[src/rtl/ctrl_bus_pkg.sv]
// ctrl_bus_pkg: FSM encoding and default sizes shared by
// the control-bus arbiter and its round-robin selector.
package ctrl_bus_pkg;

  localparam int CTRL_ADDR_W  = 8;
  localparam int CTRL_DATA_W  = 8;
  localparam int CTRL_TIMEOUT = 16;
  localparam int CTRL_CNT_W   = 8;

  typedef enum logic [1:0] {
    ST_IDLE = 2'd0,
    ST_XFER = 2'd1,
    ST_DONE = 2'd2
  } state_t;

  function automatic logic rw_ok(
    input logic rd,
    input logic wr
  );
    return rd ^ wr;
  endfunction

endpackage

[src/rtl/rr_arbiter.sv]
// rr_arbiter: combinational round-robin pick, searching
// upward from last+1 with wrap; one-hot and index out.
module rr_arbiter #(
  parameter int NUM_MASTERS = 2,
  localparam int IDX_W = $clog2(NUM_MASTERS)
) (
  input  logic [NUM_MASTERS-1:0] req,
  input  logic [IDX_W-1:0]       last,
  output logic [NUM_MASTERS-1:0] grant,
  output logic [IDX_W-1:0]       idx,
  output logic                   valid
);

  int j;

  // Walk the distances far-to-near so the nearest hit wins.
  always_comb begin
    grant = '0;
    idx   = '0;
    valid = 1'b0;
    j     = 0;
    for (int s = NUM_MASTERS; s >= 1; s--) begin
      j = int'(last) + s;
      if (j >= NUM_MASTERS) j = j - NUM_MASTERS;
      if (req[j]) begin
        grant = NUM_MASTERS'(1) << j;
        idx   = IDX_W'(j);
        valid = 1'b1;
      end
    end
  end

endmodule

[src/rtl/ctrl_bus_arbiter.sv]
// ctrl_bus_arbiter: round-robin control-bus master arbiter.
// Define CTRL_BUS_TIMEOUT_EN to build the bus_ack timeout.
module ctrl_bus_arbiter
  import ctrl_bus_pkg::*;
#(
  parameter int NUM_MASTERS = 2,
  parameter int ADDR_W      = CTRL_ADDR_W,
  parameter int DATA_W      = CTRL_DATA_W,
  parameter int TIMEOUT     = CTRL_TIMEOUT
) (
  input  logic                          mclk,
  input  logic                          rst_n,
  input  logic [NUM_MASTERS-1:0]        m_req,
  input  logic [NUM_MASTERS-1:0]        m_read,
  input  logic [NUM_MASTERS-1:0]        m_write,
  input  logic [NUM_MASTERS*ADDR_W-1:0] m_addr,
  input  logic [NUM_MASTERS*DATA_W-1:0] m_wdata,
  output logic [NUM_MASTERS-1:0]        m_grant,
  output logic [NUM_MASTERS-1:0]        m_ack,
  output logic [NUM_MASTERS-1:0]        m_err,
  output logic [DATA_W-1:0]             m_rdata,
  output logic [ADDR_W-1:0]             bus_addr,
  output logic [DATA_W-1:0]             bus_wdata,
  output logic                          bus_read,
  output logic                          bus_write,
  input  logic [DATA_W-1:0]             bus_rdata,
  input  logic                          bus_ack
);

  localparam int IDX_W = $clog2(NUM_MASTERS);

  state_t                 state;
  logic [IDX_W-1:0]       last_grant;
  logic [IDX_W-1:0]       pick_idx;
  logic [NUM_MASTERS-1:0] pick_oh;
  logic                   pick_valid;
  logic [ADDR_W-1:0]      sel_addr;
  logic [DATA_W-1:0]      sel_wdata;
  logic                   sel_rd;
  logic                   sel_wr;
`ifdef CTRL_BUS_TIMEOUT_EN
  logic [CTRL_CNT_W-1:0]  xfer_cnt;
`endif

  rr_arbiter #(
    .NUM_MASTERS(NUM_MASTERS)
  ) u_rr (
    .req   (m_req),
    .last  (last_grant),
    .grant (pick_oh),
    .idx   (pick_idx),
    .valid (pick_valid)
  );

  always_comb begin
    sel_addr  = '0;
    sel_wdata = '0;
    sel_rd    = 1'b0;
    sel_wr    = 1'b0;
    for (int i = 0; i < NUM_MASTERS; i++) begin
      if (pick_oh[i]) begin
        sel_addr  = m_addr[i*ADDR_W +: ADDR_W];
        sel_wdata = m_wdata[i*DATA_W +: DATA_W];
        sel_rd    = m_read[i];
        sel_wr    = m_write[i];
      end
    end
  end

  always_ff @(posedge mclk or negedge rst_n) begin
    if (!rst_n) begin
      state      <= ST_IDLE;
      last_grant <= IDX_W'(NUM_MASTERS - 1);
      m_grant    <= '0;
      m_ack      <= '0;
      m_err      <= '0;
      m_rdata    <= '0;
      bus_addr   <= '0;
      bus_wdata  <= '0;
      bus_read   <= 1'b0;
      bus_write  <= 1'b0;
`ifdef CTRL_BUS_TIMEOUT_EN
      xfer_cnt   <= '0;
`endif
    end else begin
      m_ack <= '0;
      m_err <= '0;
      unique case (state)
        ST_IDLE: begin
          m_grant <= '0;
`ifdef CTRL_BUS_TIMEOUT_EN
          xfer_cnt <= '0;
`endif
          if (pick_valid) begin
            last_grant <= pick_idx;
            m_grant    <= pick_oh;
            bus_addr   <= sel_addr;
            bus_wdata  <= sel_wdata;
            // Ambiguous direction never reaches the target.
            if (rw_ok(sel_rd, sel_wr)) begin
              bus_read  <= sel_rd;
              bus_write <= sel_wr;
              state     <= ST_XFER;
            end else begin
              m_err <= pick_oh;
              state <= ST_DONE;
            end
          end
        end
        ST_XFER: begin
          if (bus_ack) begin
            if (bus_read) m_rdata <= bus_rdata;
            m_ack     <= m_grant;
            bus_read  <= 1'b0;
            bus_write <= 1'b0;
            state     <= ST_DONE;
          end
`ifdef CTRL_BUS_TIMEOUT_EN
          else if (xfer_cnt == CTRL_CNT_W'(TIMEOUT - 1)) begin
            m_err     <= m_grant;
            bus_read  <= 1'b0;
            bus_write <= 1'b0;
            state     <= ST_DONE;
          end else begin
            xfer_cnt <= xfer_cnt + 1'b1;
          end
`endif
        end
        ST_DONE: begin
          m_grant <= '0;
          state   <= ST_IDLE;
        end
        default: begin
          m_grant   <= '0;
          bus_read  <= 1'b0;
          bus_write <= 1'b0;
          state     <= ST_IDLE;
        end
      endcase
    end
  end

endmodule

[config.mk]
export PLATFORM = sky130hd
export DESIGN_NAME = ctrl_bus_arbiter
export DESIGN_NICKNAME = d
export VERILOG_FILES = /design/src/rtl/ctrl_bus_pkg.sv /design/src/rtl/rr_arbiter.sv /design/src/rtl/ctrl_bus_arbiter.sv
export SDC_FILE = /design/constraint.sdc
export NUM_CORES = 1
export LEC_CHECK = 0
export ABC_AREA = 1
export BUFFER_PORTS_ARGS = -buffer_cell sky130_fd_sc_hd__buf_2
export CAP_MARGIN = 0
export CORE_MARGIN = 3
export CORE_UTILIZATION = 30
export CTS_BUF_LIST = sky130_fd_sc_hd__clkbuf_8
export CTS_CLUSTER_SIZE = 16
export DETAILED_ROUTE_END_ITERATION = 8
export GPL_ROUTABILITY_DRIVEN = 0
export REMOVE_ABC_BUFFERS = 1
export SLEW_MARGIN = 0
export SYNTH_ARGS = -nofsm -noshare
export SYNTH_HDL_FRONTEND = slang
export SYNTH_SLANG_ARGS = --single-unit
[constraint.sdc]
create_clock -name mclk -period 1.7 [get_ports mclk]
set_input_delay 0.34 -clock mclk [delete_from_list [all_inputs] [get_ports mclk]]
set_output_delay 0.34 -clock mclk [all_outputs]
set_load 0.01 [all_outputs]
---- Yosys cells after proc, flatten, opt, wreduce, memory -nomap -nowiden ----
Cells that the tools add are included.
operators by class
  add/sub/neg operators ................... 4
  magnitude comparators ................... 4
  equality and inequality tests ........... 5
  shifts and indexed selects .............. 2
  muxes and demuxes ....................... 40
  bitwise gates (word level) .............. 2
  reduce and logical (&&, ||, !) cells .... 5
operators with widths
  operator                                               count
  >= comparator 32 x 3 -> 1 bit (second input constant)  2
  < comparator 32 x 3 -> 1 bit (second input constant)   2
  2-to-1 mux 32 bit                                      2
  << shifter 1 x 32 -> 2 bit (first input constant)      2
  subtractor 32 x 3 -> 32 bit (second input constant)    2
  2-to-1 mux 8 bit                                       4
  2-to-1 mux 2 bit                                       11
  2-to-1 mux 1 bit                                       19
  one-hot mux 2 bit (2 select lines)                     2
  != test 2 bit (second input constant)                  3
  one-hot mux 1 bit (3 select lines)                     2
  AND reduction 2 bit                                    2
  AND reduction 4 bit                                    1
  adder 1 x 2 -> 3 bit (second input constant)           1
  AND reduction 3 bit                                    1
  adder 1 x 1 -> 2 bit (second input constant)           1
  == test 2 x 1 -> 1 bit (second input constant)         1
  == test 2 bit (second input constant)                  1
  zero test 2 bit                                        1
  inverter 1 bit                                         1
  XOR 1 bit                                              1
word-level totals
  bits in registers ....................... 35
  input bits .............................. 49
  output and inout bits ................... 32
  word-level logic and storage cells ...... 72

---- Longest topological paths before layout ----
Gate-level depths: netlist of run 1.
  depth in word-level cells ............... 14
  depth in mapped cells ................... 9
  gate-level depth less buffers ........... 9

---- By module ----
A second synthesis of run 1 with hierarchy kept.
second synthesis, totals
  cell total of the unflattened synthesis .. 159
  area, all modules ....................... 1594.0 µm²
modules (own cells, without submodules)
  module            instances  cells an instance  area each (µm²)
  ctrl_bus_arbiter  1          152                1561.5
  rr_arbiter        1          7                  32.5

---- Worst setup path after synthesis of run 1 ----
No wires, ideal clock.
  path kind ............................... register to register
  from .................................... register last_grant
  to ...................................... register bus_read
  library setup time ...................... 0.117 ns
  arrival ................................. 1.149 ns
  data required time ...................... 1.583 ns
  setup slack ............................. 0.435 ns
  cell stages (with the launch flop) ...... 10
  period minus slack after synthesis ...... 1.265 ns
  cells stage by stage .................... dfstp_2 > nand2_1 > nand2_2 > nand2_1 > nand2_1 > nand2_1 > nand3_2 > nand2_1 > nand2_1 > nand2_1
between the ends
  cells in the longest elaborated chain, start to end .. 13
RTL lines
  item                                                                          line                                         RTL
  from (decl)                                                                   ctrl_bus_arbiter.sv:33                       logic [IDX_W-1:0] last_grant;
  from (signal assigned)                                                        ctrl_bus_arbiter.sv:73                       last_grant <= IDX_W'(NUM_MASTERS - 1);
  from (signal assigned)                                                        ctrl_bus_arbiter.sv:95                       last_grant <= pick_idx;
  adder 1 x 2 -> 3 bit                                                          rr_arbiter.sv:23                             j = int'(last) + s;
  subtractor 32 x 3 -> 32 bit or >= comparator 32 x 3 -> 1 bit (tied branches)  rr_arbiter.sv:24                             if (j >= NUM_MASTERS) j = j - NUM_MASTERS;
  2-to-1 mux 32 bit                                                             rr_arbiter.sv:24
  2-to-1 mux 1 bit (implied by the code) (3 in a row)                           rr_arbiter.sv:25                             if (req[j]) begin
  2-to-1 mux 2 bit (2 in a row)                                                 rr_arbiter.sv:25
  2-to-1 mux 1 bit (2 in a row)                                                 ctrl_bus_arbiter.sv:61                       if (pick_oh[i]) begin
  2-to-1 mux 1 bit or XOR 1 bit (tied branches)                                 ctrl_bus_arbiter.sv:100, ctrl_bus_pkg.sv:20
  2-to-1 mux 1 bit or != test 2 bit (tied branches)                             -
  one-hot mux 1 bit (3 select lines) or AND reduction 4 bit (tied branches)     -
  to (signal assigned)                                                          ctrl_bus_arbiter.sv:101                      bus_read <= sel_rd;
  to (decl)                                                                     ctrl_bus_arbiter.sv:24                       output logic bus_read,
Parallel ways exist; a longest one is shown, timed or not. The select of a mux whose other input is x is not followed.
A chain may end at the register's enable or synchronous reset.

---- Worst setup path after layout of run 1 ----
  from .................................... register state[0]
  to ...................................... register bus_addr[3]
between the ends
  cells in the longest elaborated chain, start to end .. 2
RTL lines
  item                                  line                     RTL
  from (decl)                           ctrl_bus_arbiter.sv:32   state_t state;
  from (signal assigned)                ctrl_bus_arbiter.sv:72   state <= ST_IDLE;
  from (signal assigned)                ctrl_bus_arbiter.sv:103  state <= ST_XFER;
  from (signal assigned)                ctrl_bus_arbiter.sv:106  state <= ST_DONE;
  zero test 2 bit                       ctrl_bus_arbiter.sv:88   unique case (state)
  AND reduction 2 bit (no source line)  -
  to (signal assigned)                  ctrl_bus_arbiter.sv:97   bus_addr <= sel_addr;
  to (decl)                             ctrl_bus_arbiter.sv:22   output logic [ADDR_W-1:0] bus_addr,
No other way between the ends.

==> metrics, run 1 <==
average size of a mapped cell=9.29 um2; PwrDens=between 1500 and 2000 mW/mm2; global-route wire length before repair=6130 um; DR vias/cell=4.47; status=finished, final reports clean; Yosys top cell by area=dfrtp_1; CTS root buf=clkbuf_8; Max Cap Viol=0; Syn Inst Count=between 150 and 200; DRC violations left=0; worst vdd ir=0.608 mV; Die Height=79.2 um; Layout Area Growth over Synthesis=33.1%; Overflow after GRT=0; FMAX=0.676 GHz; worst min-delay path category=primary input to async pin; RR Endpoint=bus_addr[3]; Yosys top cell area share=0.529; Synth Register Bits=35; WP buf/inv=1; Slew headroom=0.557; Critical Path RT=1.89 ns; multi-input combinational cell area=623 um2; hold buffers post-CTS=0; Seq/Total Area, Yosys=0.546; Setup crit start=state[0]; CP Cell Sequence=inv_1 -> nand2_1 -> nor2_4 -> nor2_1 -> a31oi_1; Worst R2R Path Depth=5; R2R Setup Slk=0.22 ns; commonest cells after routing, fill and taps aside=buf_2, nand2_1, dfrtp_1; clk buf depth=2; Die X=79.2 um; worst reg2reg path startpoint=state[0]; WL/cell=11.7 um; Die ar.=around 0.0063 mm2; slowest cell on the critical path=nor2_4; leakage=1.12 nW; All-Layer GR Usage=0.122; First-pass DRT Iterations=4; # diodes=0; DR vias=1,452; # H-tree levels=2; Crit path arrival time=1.67 ns; PortBufs=80; crit path max fanout=33; commonest non-fill, non-tap cell in the layout=buf_2; Final Slew Violations=0; Worst setup EP type=flip-flop; Area contributors post-synth=dfrtp_1, nand2_1, nand3_1; CP peak stage delay=approximately 0.56 ns; area of placed instances=0.00205 mm2; layout cells sized above 1=0.420; Register Area=877 um2; Post-CTS Setup Bufs=0; Gates resized, CTS repair=0; Synth warnings=0; Clock Sinks=35; initial antenna violation count=0; Clk pin slew, worst setup/hold paths=0.07 ns; clock latency on the worst-skew pair=0.28 ns; Sum Neg Setup Slack=0 ns; ANT nets after route=0; Fillers=552; Yosys cell types=22; CTS tree=built; period utilization=0.870; CP startpoint kind=flip-flop; slew at the pin closest to its max-slew limit=0.663 ns; Initial Util=0.313; Setup CP Type=flip-flop to flip-flop; IO Count=81; post-route cell area=0.00214 mm2; final setup vio count=0; Mapped Area=0.00161 mm2; Largest delay share family, worst path=simple AND/OR/NAND/NOR gates; Period minus WS final=1.48 ns; Iter 0 DRT Violations=43; Final Hold Vio Count=0; CTS Buf Count=5; dpl hpwl=approximately 2800 um; largest net degree at the start of global routing=36; skew final=0.00491 ns; fin nets=304; Core ar.=0.00514 mm2; vias in the first global route=1,367; num rows=26; RSZ-0062 raised after global routing=false; routed wire length=approximately 3800 um
-- layer usage --
layer / up-vias / GRT usage / routed length [um]
met5: - / 0 / 0
met4: 0 / 0.0309 / 15
met3: 3 / 0.0397 / 298
met2: 58 / 0.207 / 1810
met1: 650 / 0.151 / 1690
li1: 741 / - / -
-- worst max path at each step --
stage | to | depth (start not counted)
6_report | bus_addr[3] | 5
5_1_grt | bus_addr[7] | 5
4_1_cts | bus_addr[6] | 5
3_5_place_dp | bus_addr[6] | 5
3_3_place_gp | bus_wdata[3] | 5
2_1_floorplan | bus_read | 9
-- synthesized netlist by cell type, drive strengths merged --
master	number
o22ai	1
mux2	8
nor3	2
buf	8
nand2	40
or2	1
a31oi	16
nand3	24
a21oi	2
nand3b	2
inv	11
dfrtp	34
o21ai	3
dfstp	1
nor2	20
-- layout make-up --
type / instances / area share
Timing Repair Buffer: 83 / 0.198
Clock buffer: 6 / 0.0386
Tap cell: 70 / 0.0409
Inverter: 11 / 0.0193
Clock inverter: 1 / 0.00234
Sequential cell: 35 / 0.410
Multi-Input combinational cell: 119 / 0.291
-- per-stage QoR --
step | std cells | util | setup WS [ns] | total power [mW] | hold slack, ns
after floorplan | 165 | - | 0.378 | 2.27 | 0.0444
after global placement | 318 | 0.399 | 0.182 | 2.85 | 0.407
after detailed placement | 318 | 0.399 | 0.149 | 2.87 | 0.409
after CTS | 325 | 0.416 | 0.201 | 3.48 | 0.103
after global routing | 325 | 0.416 | 0.0739 | 3.71 | 0.130
final | 325 | 0.416 | 0.221 | 3.41 | 0.0987
-- worst reg2reg max path, stage by stage, from the launching register on --
cell     delay (ns)
dfrtp_1        0.36
inv_1          0.08
nand2_1        0.14
nor2_4         0.57
nor2_1         0.09
a31oi_1        0.17
-- cell families (layout without fill, tap and decap cells) --
| group | Yosys count | count (layout) | share of synthesized area |
|---|---|---|---|
| buffers and inverters | 19 | 101 | 0.0669 |
| AND/OR/NAND/NOR | 89 | 89 | 0.250 |
| AO/OA/AOI/OAI | 22 | 22 | 0.0817 |
| flip-flops | 35 | 35 | 0.546 |
| multiplexers | 8 | 8 | 0.0560 |
-- flip-flops by register name, indices dropped and copies added, names as in the netlist --
name / cells
m_grant: 2
m_err: 2
bus_read: 1
bus_wdata: 8
bus_write: 1
m_ack: 2
m_rdata: 8
last_grant: 1
bus_addr: 8
state: 2
-- where the power goes --
part / leakage (nW) / switching, mW / internal, mW
clock: 0.0470 / 0.273 / 0.317
sequential: 0.429 / 0.173 / 1.21
combinational: 0.648 / 0.844 / 0.596
total: 1.12 / 1.29 / 2.12
No activity file was read; power rests on OpenSTA's default activity.
==> run 2: changes to the inputs <==
Settings changed: ABC_AREA 1 to default, CELL_PAD_IN_SITES_DETAIL_PLACEMENT from default to 0, CELL_PAD_IN_SITES_GLOBAL_PLACEMENT from default to 1, PLACE_DENSITY_LB_ADDON from default to 0.1.
Clock period 1.7 ns to 1.4 ns, I/O delays scaled along.
==> run 2 against run 1 <==
Critical path depth fell by 1. Worst hold slack better by 0.13 ns. Synthesized area decreased by 1.6%. Combinational power increased by 44%. Highest routed layer unchanged. Final cell count down 8.0%. The run now ends with negative setup slack left. Die area decreased by 1.5%. Critical path type unchanged. Register-to-register slack got worse by 0.30 ns. Clock power increased by 23%. Non-clock buffer count grew 17.
==> metrics, run 2 <==
skew final=0.00320 ns (-0.00171 ns); R2R Setup Slk=-0.08 ns (-0.30 ns); Iter 0 DRT Violations=43 (unchanged); CP peak stage delay=0.57 ns (about the same); Synth Register Bits=35 (unchanged); average size of a mapped cell=11.5 um2 (+24%); Fin Hold WS=0.228 ns (+0.130 ns); fin worst setup slack=-0.0760 ns (-0.297 ns); # diodes=0 (unchanged); Worst setup EP type=flip-flop; Yosys top cell by area=dfrtp_1; RSZ-0062 raised after global routing=true; Synth warnings=0 (unchanged); Critical Path Stages=4 (-1); final setup vio count=3 (+3); sequential power share=0.386 (-0.019); slew at the pin closest to its max-slew limit=0.341 ns (-0.322 ns); vias in the first global route=1,499 (+9.7%); Slew headroom=0.773 (+0.216); worst min-delay path category=primary input to flip-flop; Initial Util=0.322 (+0.00923); routed wire length=4290 um (+13%); Clock Power Share=0.159 (-0.014); FMAX=0.678 GHz (+0.19%); clock latency on the worst-skew pair=0.28 ns (about the same); Max Cap Viol=0 (unchanged); most common cell in the netlist=dfrtp_1; largest net degree at the start of global routing=31 (-14%); Setup CP Type=flip-flop to flip-flop; Seq/Total Area, Yosys=0.555 (+0.00906); slowest cell on the critical path=dfstp_2; Overflow after GRT=0 (unchanged); # H-tree levels=2 (unchanged); DRC violations left=0 (unchanged); worst reg2reg path startpoint=last_grant; global-route wire length before repair=7060 um (+15%); PortBufs=80 (unchanged); DR vias/cell=4.82 (+7.9%); asr flop ratio synth=1.00 (unchanged); initial antenna violation count=0 (unchanged); Mapped Area=0.00158 mm2 (-1.6%); Die ar.=0.00618 mm2 (-1.5%); HP Start=bus_rdata[1]; CTS tree=built; fin nets=281 (-7.6%); PwrDens=2000 mW/mm2 (+25%); CTS Buf Count=5 (unchanged); crit path max fanout=5 (-85%); RR Endpoint=bus_read; period utilization=1.05 (+0.184); net load switching power=1.67 mW (+30%); commonest cells after routing, fill and taps aside=buf_2, dfrtp_1, nor2_1; failing checks=negative setup slack; Worst Hold Path Cells=2; layout cells sized above 1=0.539 (+0.119); Largest delay share family, worst path=compound AO/OA/AOI/OAI gates; Area contributors post-synth=dfrtp_1, a32oi_1, a21oi_1; Comb power frac=0.456 (+0.034); WL/cell=14.4 um (+23%); status=finished, violations left; Period minus WS final=1.48 ns (-0.00285 ns); Core ar.=0.00491 mm2 (-4.5%); Net Sw Frac=0.366 (-0.0114); Hold Path Sink=m_rdata[1]; Crit path arrival time=1.64 ns (-0.03 ns); post-place setup slack=-0.131 ns (-0.280 ns); number of enable flip-flop cells after synthesis=0 (unchanged); Final Slew Violations=0 (unchanged); num rows=25 (-3.8%); Largest regs=bus_addr (8), bus_wdata (8), m_rdata (8); commonest non-fill, non-tap cell in the layout=buf_2; dpl hpwl=3390 um (+20%); CP startpoint kind=flip-flop; Cell Int Power=2.90 mW (+36%); All-Layer GR Usage=0.145 (+0.0224); DR vias=1,441 (-0.76%); clk buf depth=2 (unchanged); leakage=1.14 nW (+1.4%); Yosys cell types=33 (+50%); Synth Flop Type=dfrtp_1; fin util=0.466 (+0.0495); Die X=78.6 um (-0.76%); most instantiated cells after synthesis=dfrtp_1, nor2_1, a21oi_1, a32oi_1, mux2_2; Yosys top cell area share=0.538 (+0.00879); worst vdd ir=0.783 mV (+29%); CP Cell Sequence=nand2b_4 -> a32o_2 -> nor2_1 -> a221o_1; Critical Path RT=1.56 ns (-0.33 ns); IO Count=81 (unchanged); Layout Area Growth over Synthesis=44.6%; Worst R2R Path Depth=4 (-1); First-pass DRT Iterations=4 (unchanged); Clk pin slew, worst setup/hold paths=0.07 ns (about the same); Die Height=78.6 um (-0.76%); Clock Sinks=35 (unchanged); CTS root buf=clkbuf_8; Syn Inst Count=137 (-21%); ANT nets after route=0 (unchanged); Final Hold Vio Count=0 (unchanged); WP buf/inv=0 (-1)
==> run 2: changes by cell type after synthesis, moves of 3 or more <==
cell     change
inv_1        -8
a21oi_1     +16
buf_2        +3
a31oi_1     -15
nand3_1     -22
nand2_1     -34
o21a_1       +3
a32oi_1     +16
==> run 2: metrics by stage <==
| stage | power [mW] | cells | TNS [ns] | cell area (um2) |
|---|---|---|---|---|
| final | 4.57 | 299 | -0.166 | 2290 |
| after global routing | 4.93 | 299 | -0.472 | 2290 |
| after CTS | 4.65 | 300 | -0.210 | 2270 |
| after detailed placement | 3.87 | 290 | -0.224 | 2150 |
| after global placement | 3.80 | 290 | -0.100 | 2150 |
| after floorplan | 2.83 | 125 | -7.38 | 1510 |
==> run 2: kinds of logic after synthesis <==
group / Yosys count / share of synthesized area
buffers and inverters: 13 / 0.0475
multiplexers: 9 / 0.0633
XOR/XNOR: 1 / 0.0103
flip-flops: 35 / 0.555
AO/OA/AOI/OAI: 46 / 0.221
AND/OR/NAND/NOR: 33 / 0.104
==> run 2: power by group through the flow <==
stage / logic (mW) / registers [mW] / clock network [mW]
CTS: 2.12 / 1.77 / 0.758
global placement: 2.05 / 1.75 / 0
finish: 2.08 / 1.76 / 0.725
floorplan: 0.842 / 1.99 / 0
global route: 2.30 / 1.83 / 0.804
detailed placement: 2.09 / 1.78 / 0
==> run 2: worst max path at each step <==
stage | from | endpoint | slack (ns)
after global placement | last_grant | bus_write | -0.08
after global routing | last_grant | m_err[1] | -0.13
final | last_grant | bus_read | -0.08
after floorplan | last_grant | bus_read | -0.58
after CTS | last_grant | bus_write | -0.08
after detailed placement | last_grant | bus_write | -0.13
==> run 2: what timing repair did <==
| item | CTS | global route |
|---|---|---|
| endpoints found under the hold margin | 12 | 0 |
| resized for setup | 2 | 5 |
| pin swaps | 5 | 2 |
| hold buffers | 1 | 0 |
| endpoints found under the setup margin | 5 | 21 |
| setup buffers | 2 | 0 |
==> run 2: cell type report <==
type	count	area, um2
Tap cell	67	83.8
Clock inverter	1	5.00
Multi-Input combinational cell	89	666
Timing Repair Buffer	100	569
Clock buffer	6	82.6
Fill cell	487	2620
Inverter	1	3.75
Sequential cell	35	877
==> run 2: worst reg2reg max path, delay by kind of cell (launching register included) <==
kind | cells | cell delay [ns]
simple gates | 2 | 0.23
compound gates | 2 | 0.57
flops | 1 | 0.57
==> run 2: per-layer routing <==
layer | global-route usage | vias up | routed length [um]
met3 | 0.0367 | 8 | 301
li1 | - | 695 | -
met4 | 0.0559 | 0 | 55
met1 | 0.162 | 690 | 1650
met5 | 0 | - | 0
met2 | 0.261 | 48 | 2280
==> run 3: changes to the inputs <==
Settings changed: TNS_END_PERCENT from default to 20.
==> run 3 against run 2 <==
The flow still finishes with violations (negative setup slack). Critical path depth did not move. Cell area fell by 0.11%. Clock power barely moved. Combinational power barely moved. Worst hold slack improved by 0.0014 ns. Register-to-register slack barely moved. First-iteration DRC count fell by 4.7%. Sequential cell count did not move. Largest cell class unchanged.
==> metrics, run 3 (same netlist as run 2, synthesis figures left out) <==
commonest cells after routing, fill and taps aside=buf_2, dfrtp_1, nor2_1; Tot Pwr=4.59 mW (+0.43%); num rows=25 (unchanged); Final Hold Vio Count=0 (unchanged); final setup vio count=3 (unchanged); # diodes=0 (unchanged); # H-tree levels=2 (unchanged); Clk pin slew, worst setup/hold paths=0.07 ns (about the same); largest net degree at the start of global routing=31 (unchanged); Inst Count DP=290 (unchanged); PwrDens=2010 mW/mm2 (+0.54%); slew at the pin closest to its max-slew limit=0.340 ns (-0.000542 ns); Layout Area Growth over Synthesis=44.5%; RSZ-0062 raised after global routing=true; Fillers=486 (-0.21%); WP buf/inv=0 (unchanged); WL/cell=14.3 um (-0.47%); CTS Buf Count=5 (unchanged); CTS tree=built; Overflow after GRT=0 (unchanged); First-pass DRT Iterations=4 (unchanged); IO Count=81 (unchanged); Final Slew Violations=0 (unchanged); ANT nets after route=0 (unchanged); fin util=0.465 (-0.000509); dpl hpwl=3390 um (unchanged); fin nets=282 (+0.36%); Initial Util=0.322 (unchanged); DR vias=1,446 (+0.35%); Sum Neg Setup Slack=-0.171 ns (-0.00499 ns); CP peak stage delay=0.57 ns (about the same); Clock Sinks=35 (unchanged); metal2 WL=2300 um (+0.92%); M1 WL=1640 um (-0.85%); Setup CP Type=flip-flop to flip-flop; leakage=1.14 nW (+0.35%); clock latency on the worst-skew pair=0.28 ns (about the same); commonest non-fill, non-tap cell in the layout=buf_2; Core ar.=0.00491 mm2 (unchanged); failing checks=negative setup slack; PortBufs=80 (unchanged); initial antenna violation count=0 (unchanged); Worst setup EP type=flip-flop; Critical Path RT=1.56 ns (about the same); status=finished, violations left; worst min-delay path category=primary input to flip-flop; Die X=78.6 um (unchanged); worst vdd ir=0.787 mV (+0.50%); FMAX=0.678 GHz (about the same); CP startpoint kind=flip-flop; fin cells=300 (+0.33%); crit path max fanout=5 (unchanged); Die Height=78.6 um (unchanged); post-place setup slack=-0.131 ns (unchanged); fin worst setup slack=-0.0758 ns (+0.000189 ns); layout cells sized above 1=0.536 (-0.00231); clk buf depth=2 (unchanged); Fin Hold WS=0.230 ns (+0.00145 ns); Largest delay share family, worst path=compound AO/OA/AOI/OAI gates; All-Layer GR Usage=0.145 (+0.000243); Top Layer Used=met4; Die ar.=0.00618 mm2 (unchanged); DRC violations left=0 (unchanged); post-route cell area=0.00228 mm2 (-0.11%); Crit path arrival time=1.64 ns (about the same); Iter 0 DRT Violations=41 (-4.7%); period utilization=1.05 (about the same); routed wire length=4290 um (-0.14%); slowest cell on the critical path=dfstp_2; area of placed instances=0.00215 mm2 (unchanged); Largest regs=bus_addr (8), bus_wdata (8), m_rdata (8); CTS root buf=clkbuf_8; global-route wire length before repair=7070 um (+0.20%); Slew headroom=0.773 (about the same); vias in the first global route=1,495 (-0.27%); CP Cell Sequence=nand2b_4 -> a32o_2 -> nor2_1 -> a221o_1; skew final=0.00243 ns (-0.000775 ns); Max Cap Viol=0 (unchanged); DR vias/cell=4.82 (about the same); Detail Route met3 WL=299 um (-0.66%); Period minus WS final=1.48 ns (-0.000189 ns)
-- run 3: changes by cell type in the layout (fill, tap and decap cells not counted) --
| cell | delta |
|---|---|
| o21a_2 | +1 |
| buf_6 | -1 |
| a32oi_1 | +2 |
| buf_4 | +1 |
| buf_8 | +1 |
| a32oi_2 | -2 |
| o21a_1 | -1 |
-- run 3: area by class of cell --
| cell class | count | area, um2 | area share |
|---|---|---|---|
| clock buffer | 6 | 82.6 | 0.0361 |
| clock inverter | 1 | 5.00 | 0.00219 |
| inverter | 1 | 3.75 | 0.00164 |
| multi-input combinational | 89 | 652 | 0.285 |
| sequential | 35 | 877 | 0.384 |
| tap | 67 | 83.8 | 0.0367 |
| timing repair buffer | 101 | 581 | 0.254 |
-- run 3: what timing repair did --
item	CTS	global route
setup buffers	2	0
pin swaps	5	6
hold buffers	1	0
endpoints found under the hold margin	12	0
endpoints found under the setup margin	5	21
gates resized for setup	2	4
gates cloned	0	0
-- run 3: routing by layer --
metal,GRT usage,up-vias
met5,0,-
met4,0.0559,0
met3,0.0367,6
met2,0.261,44
met1,0.163,697
li1,-,699
-- run 3: final timing paths --
kind,depth (start not counted),to,start,slack (ns)
min in group asynchronous,2,bus_wdata[4],rst_n,0.44
setup reg to reg,4,bus_read,last_grant,-0.08
hold reg to reg,1,m_rdata[5],m_rdata[5],0.50
setup / recovery,4,bus_read,last_grant,-0.08
hold / removal,2,m_rdata[1],bus_rdata[1],0.23
max in group asynchronous,3,m_rdata[6],rst_n,0.47
-- run 3: power breakdown --
| part | switching, mW | internal [mW] | leakage, nW |
|---|---|---|---|
| clock | 0.340 | 0.386 | 0.0470 |
| sequential | 0.267 | 1.50 | 0.423 |
| combinational | 1.07 | 1.03 | 0.673 |
| total | 1.68 | 2.91 | 1.14 |
